File: src/rtl/core_pkg.sv
// Shared core definitions: exception/interrupt cause codes, trap FSM states and mtvec modes.
package core_pkg;

  localparam logic [31:0] CAUSE_MISALIGNED_FETCH = 32'h0000_0000;
  localparam logic [31:0] CAUSE_ILLEGAL_INSN     = 32'h0000_0002;
  localparam logic [31:0] CAUSE_BREAKPOINT       = 32'h0000_0003;
  localparam logic [31:0] CAUSE_ECALL_M          = 32'h0000_000B;

  localparam logic [31:0] CAUSE_M_SW_INT    = 32'h8000_0003;
  localparam logic [31:0] CAUSE_M_TIMER_INT = 32'h8000_0007;
  localparam logic [31:0] CAUSE_M_EXT_INT   = 32'h8000_000B;

  // Bit positions shared by the raw lines, the synchronizer bank and mie_i.
  localparam int IRQ_MSI = 0;
  localparam int IRQ_MTI = 1;
  localparam int IRQ_MEI = 2;

  localparam logic [1:0] MTVEC_MODE_DIRECT   = 2'b00;
  localparam logic [1:0] MTVEC_MODE_VECTORED = 2'b01;

  typedef enum logic [1:0] {
    IDLE     = 2'd0,
    FLUSH    = 2'd1,
    REDIRECT = 2'd2
  } trap_state_e;

  function automatic logic [31:0] mtvec_base(input logic [31:0] mtvec);
    return {mtvec[31:2], 2'b00};
  endfunction

endpackage

File: src/rtl/sync_2ff.sv
// Two-flop synchronizer for one asynchronous interrupt line.
module sync_2ff (
  input  logic clk_i,
  input  logic rst_i,
  input  logic d_i,
  output logic q_o
);

  logic meta_q;

  always_ff @(posedge clk_i or posedge rst_i) begin
    if (rst_i) begin
      meta_q <= 1'b0;
      q_o    <= 1'b0;
    end else begin
      meta_q <= d_i;
      q_o    <= meta_q;
    end
  end

endmodule

File: src/rtl/trap_ctrl.sv
// Trap controller: takes interrupts, exceptions and MRET at write-back, then flushes and redirects.
// Define TRAP_VECTORED_EN to enable vectored interrupt targets when mtvec_i[1:0] selects vectored mode.
module trap_ctrl
  import core_pkg::*;
(
  input  logic        clk_i,
  input  logic        rst_i,
  input  logic        xint_meip_i,
  input  logic        xint_mtip_i,
  input  logic        xint_msip_i,
  input  logic        mstatus_mie_i,
  input  logic [2:0]  mie_i,
  input  logic        wb_valid_i,
  input  logic [31:0] wb_pc_i,
  input  logic        exc_taken_i,
  input  logic        mret_i,
  input  logic [31:0] mtvec_i,
  input  logic [31:0] mepc_i,
  output logic        flush_o,
  output logic        redirect_o,
  output logic [31:0] redirect_pc_o,
  output logic        int_taken_o,
  output logic [31:0] int_cause_o,
  output logic [31:0] int_epc_o
);

  logic [2:0]  sync_q;
  logic [2:0]  pend;
  logic        int_req;
  logic [31:0] sel_cause;
  logic [31:0] base;
  logic [31:0] int_target;
  logic [31:0] target_d;
  logic [31:0] target_q;
  trap_state_e state_q;
  trap_state_e state_d;

  sync_2ff u_sync_mei (.clk_i(clk_i), .rst_i(rst_i), .d_i(xint_meip_i), .q_o(sync_q[IRQ_MEI]));
  sync_2ff u_sync_mti (.clk_i(clk_i), .rst_i(rst_i), .d_i(xint_mtip_i), .q_o(sync_q[IRQ_MTI]));
  sync_2ff u_sync_msi (.clk_i(clk_i), .rst_i(rst_i), .d_i(xint_msip_i), .q_o(sync_q[IRQ_MSI]));

  assign pend    = sync_q & mie_i & {3{mstatus_mie_i}};
  assign int_req = wb_valid_i & (|pend);
  assign base    = mtvec_base(mtvec_i);

  // MSI outranks MTI even though its cause code is lower.
  always_comb begin
    if (pend[IRQ_MEI])      sel_cause = CAUSE_M_EXT_INT;
    else if (pend[IRQ_MSI]) sel_cause = CAUSE_M_SW_INT;
    else                    sel_cause = CAUSE_M_TIMER_INT;
  end

`ifdef TRAP_VECTORED_EN
  assign int_target = (mtvec_i[1:0] == MTVEC_MODE_VECTORED)
                    ? base + {26'd0, sel_cause[3:0], 2'b00}
                    : base;
`else
  logic unused_mtvec_mode;
  assign unused_mtvec_mode = ^mtvec_i[1:0];
  assign int_target = base;
`endif

  always_ff @(posedge clk_i or posedge rst_i) begin
    if (rst_i) begin
      state_q  <= IDLE;
      target_q <= 32'd0;
    end else begin
      state_q  <= state_d;
      target_q <= target_d;
    end
  end

  // Only IDLE accepts events; anything seen in FLUSH/REDIRECT belongs to flushed instructions.
  always_comb begin
    state_d  = state_q;
    target_d = target_q;
    unique case (state_q)
      IDLE: begin
        if (int_req) begin
          state_d  = FLUSH;
          target_d = int_target;
        end else if (exc_taken_i) begin
          state_d  = FLUSH;
          target_d = base;
        end else if (mret_i) begin
          state_d  = FLUSH;
          target_d = mepc_i;
        end
      end
      FLUSH:    state_d = REDIRECT;
      REDIRECT: state_d = IDLE;
      default:  state_d = IDLE;
    endcase
  end

  always_comb begin
    flush_o       = 1'b0;
    redirect_o    = 1'b0;
    redirect_pc_o = 32'd0;
    int_taken_o   = 1'b0;
    int_cause_o   = 32'd0;
    int_epc_o     = 32'd0;
    unique case (state_q)
      IDLE: begin
        if (int_req) begin
          int_taken_o = 1'b1;
          int_cause_o = sel_cause;
          int_epc_o   = wb_pc_i;
        end
      end
      FLUSH: flush_o = 1'b1;
      REDIRECT: begin
        redirect_o    = 1'b1;
        redirect_pc_o = target_q;
      end
      default: ;
    endcase
  end

endmodule

File: config.mk
export PLATFORM = sky130hd
export DESIGN_NAME = trap_ctrl
export DESIGN_NICKNAME = d
export VERILOG_FILES = /design/src/rtl/core_pkg.sv /design/src/rtl/sync_2ff.sv /design/src/rtl/trap_ctrl.sv
export SDC_FILE = /design/constraint.sdc
export NUM_CORES = 1
export LEC_CHECK = 0
export CORE_ASPECT_RATIO = 1.2
export CORE_UTILIZATION = 29
export DETAILED_ROUTE_END_ITERATION = 12
export PLACE_DENSITY = 0.82
export SLEW_MARGIN = 5
export SYNTH_ARGS = -nofsm -noshare
export SYNTH_HDL_FRONTEND = slang
export SYNTH_SLANG_ARGS = --single-unit
export TNS_END_PERCENT = 1
File: constraint.sdc
create_clock -name clk_i -period 1.5 [get_ports clk_i]
set_clock_uncertainty 0.05 [all_clocks]
set_input_delay 0.15 -clock clk_i [delete_from_list [all_inputs] [get_ports clk_i]]
set_output_delay 0.15 -clock clk_i [all_outputs]
set_load 0.005 [all_outputs]
==> results of run 1 <==
how the worst min path moves through the flow:
| stage | start | end | cells after the start |
|---|---|---|---|
| CTS | rst_i | target_q[29] | 3 |
| global placement | u_sync_mei.meta_q | u_sync_mei.q_o | 0 |
| finish | rst_i | target_q[20] | 3 |
| global route | rst_i | target_q[29] | 3 |
| floorplan | xint_meip_i | u_sync_mei.meta_q | 0 |
| detailed placement | u_sync_mti.meta_q | u_sync_mti.q_o | 0 |
kinds of logic after synthesis:
kind of cell	Yosys count	synth area share
compound gates	71	0.281
buf+inv	53	0.126
flops	40	0.405
other cells	1	0.00152
simple gates	73	0.187
state kept, by name, indices dropped and copies added, names as in the netlist:
name and count:
u_sync_msi.meta_q 1, u_sync_mti.q_o 1, u_sync_mei.meta_q 1, u_sync_mti.meta_q 1, u_sync_msi.q_o 1, u_sync_mei.q_o 1, target_q 32, state_q 2
tightest hold or removal path, stage by stage:
cell and delay [ns]:
clkdlybuf4s50_1 0.42, inv_2 0.07, buf_12 0.23
synthesized netlist by cell type:
library cell	number	area, um2
o211a_1	30	300
nand2_1	1	3.75
dfrtp_1	40	1000
inv_1	2	7.51
nor4b_1	1	8.76
o211ai_1	1	7.51
a222oi_1	1	10.0
and2_1	65	407
a211o_1	2	17.5
and4_1	1	8.76
a21o_1	1	7.51
buf_4	30	225
a22o_1	3	26.3
nor2b_1	3	18.8
o311a_1	1	10.0
o21a_1	1	7.51
clkbuf_1	21	78.8
conb_1	1	3.75
nor4_2	1	12.5
a21boi_0	1	7.51
nor2_1	1	3.75
a221o_1	30	300
cell type report:
cell class	count	area (um2)
Multi-Input combinational cell	171	1360
Timing Repair Buffer	220	2130
Inverter	2	7.51
Clock buffer	7	96.3
Sequential cell	40	1000
Fill cell	730	3460
Tap cell	114	143
per-layer routing:
metal,part of all wire,up-vias
li1,-,1217
met1,0.35,1281
met2,0.57,149
met3,0.081,6
met4,0.0064,0
met5,0,-
stage by stage:
stage          total power [W]   util  hold WS [ns]  TNS (ns)  instances
6_report               0.00579  0.578         0.158    -33.51        554
5_1_grt                0.00614  0.578         0.167    -39.04        554
4_1_cts                0.00521  0.548         0.163    -46.11        533
3_5_place_dp           0.00444  0.536         0.285    -51.09        523
3_3_place_gp           0.00436  0.536         0.290    -47.66        523
2_1_floorplan          0.00302      -         0.131     -5.47        264
power breakdown:
group	leakage, nW	internal [W]	total, W	switching [W]
registers	0.492	0.00153	0.00178	0.000253
clock network	0.0503	0.000410	0.000776	0.000366
logic	2.07	0.00201	0.00324	0.00123
total	2.61	0.00394	0.00579	0.00185
timing repair:
action / CTS / global route
endpoints found under the setup margin: 105 / 105
gates cloned: 1 / 5
setup buffers: 2 / 17
pin swaps: 8 / 16
gates resized for setup: 94 / 174
==> results.sh, run 1 <==
export IMPL_rows=36
export IMPL_cp_num_cells=7
export IMPL_max_freq_mhz=501
export IMPL_final_common_cell="clkdlybuf4s50_1"
export IMPL_fin_crit_sh=1.33
export IMPL_ctsHoldBuffers=0
export IMPL_hold_viol=0
export IMPL_hp_class="primary input to async pin"
export IMPL_status="complete, but fails checks"
export IMPL_critPathTopFamily="buffers and inverters"
export IMPL_drtAntennaViolNets=0
export IMPL_drv_cap=0
export IMPL_grt_pass1_wl_um=12800
export IMPL_reg2reg_depth=5
export IMPL_start_kind="flip-flop"
export IMPL_clock_sinks=40
export IMPL_cts_root_buf="clkbuf_8"
export IMPL_route_detailed_drc=0
export IMPL_nets=548
export IMPL_critPathKind="flip-flop to output pin"
export IMPL_fin_crit_ns=1.99
export IMPL_grt_overflow=0
export IMPL_path_buf_inv=4
export IMPL_cp_data_required_time_ns=1.30
export IMPL_port_buffer_count=177
export IMPL_finalSetupViolations=104
export IMPL_dp_hpwl_um=6080
export IMPL_clk_latency_ns=0.28
export IMPL_rsz0062_at_grt="true"
export IMPL_r2r_end="target_q[24]"
export IMPL_synth_warnings=0
export IMPL_worstPathCellList="a222oi_1 -> buf_4 -> nor4_4 -> buf_6 -> buf_6 -> and2_1 -> clkbuf_2"
export IMPL_grt_use_met3=0.0484
export IMPL_die_area_um2=8900
export IMPL_cts_max_level=2
export IMPL_ys_ff_latch=40
export IMPL_dr_pass1_iters=4
export IMPL_reg2reg_from="u_sync_mei.q_o"
export IMPL_post_dp_cell_area_um2=4390
export IMPL_powerDensity_nw_per_um2=1220
export IMPL_wl_um=9200
export IMPL_netlist_area_um2=2470
export IMPL_vias_per_cell=4.79
export IMPL_grt_util_met2=0.366
export IMPL_grt_pass1_vias=2708
export IMPL_crit_start="u_sync_msi.q_o"
export IMPL_antennaDiodeCount=0
export IMPL_wl_per_cell_um=16.6
export IMPL_yosysSeqAreaShare=0.405
export IMPL_ios=207
export IMPL_worstPathArrival_ns=1.79
export IMPL_postSynthAreaPerCell_um2=10.4
export IMPL_ir_drop_uv=641
export IMPL_die_w_um=86.3
export IMPL_area_delta_synth_final_pct=91.5
export IMPL_crit_end="int_epc_o[15]"
export IMPL_top_usage_layer="met2"
export IMPL_fin_ws_ns=-0.494
export IMPL_synth_cell_type_count=22
export IMPL_drive_gt1_frac=0.330
export IMPL_grt_usage=0.184
export IMPL_violations="negative setup slack"
export IMPL_stdcell_area_um2=4740
export IMPL_cp_slowest_cell="dfrtp_1"
export IMPL_gp_congestion=0.774
export IMPL_p_leak_nw=2.61
export IMPL_crit_top_cell="buf_6"
export IMPL_clock_path_buffers=2
export IMPL_end_kind="output pin"
export IMPL_reg2reg_slack_ns=-0.30
export IMPL_clkSlewWorstSetupHoldPaths_ns=0.08
export IMPL_core_um2=8200
export IMPL_grt_use_met1=0.187
export IMPL_syn_inst=238
export IMPL_path_max_fanout=6
export IMPL_dp_slack_ns=-0.748
export IMPL_antenna_found_initial=0
export IMPL_grt_max_degree=41
export IMPL_vias=2653
export IMPL_max_stage_delay_ns=0.41
export IMPL_initial_utilization=0.302
export IMPL_fp_dieH_um=103
export IMPL_final_max_slew_viol_count=0
export IMPL_drt_initial_drc_count=77
export IMPL_final_cell_mix="105 x clkdlybuf4s50_1, 39 x dfrtp_1, 36 x and2_1"
export IMPL_cts_buffers=5
export IMPL_cts_tree="built"
Note: power is estimated with default switching activity, not from simulation.
==> run 2: changes to the inputs <==
--- a/config.mk
+++ b/config.mk
@@ -7,6 +7,7 @@
 export LEC_CHECK = 0
 export CORE_ASPECT_RATIO = 1.2
 export CORE_UTILIZATION = 29
+export CTS_CLUSTER_DIAMETER = 150
 export DETAILED_ROUTE_END_ITERATION = 12
 export PLACE_DENSITY = 0.82
 export SLEW_MARGIN = 5
==> results of run 2 <==
No change in the layout: final DEF, timing and power equal those of run 1.
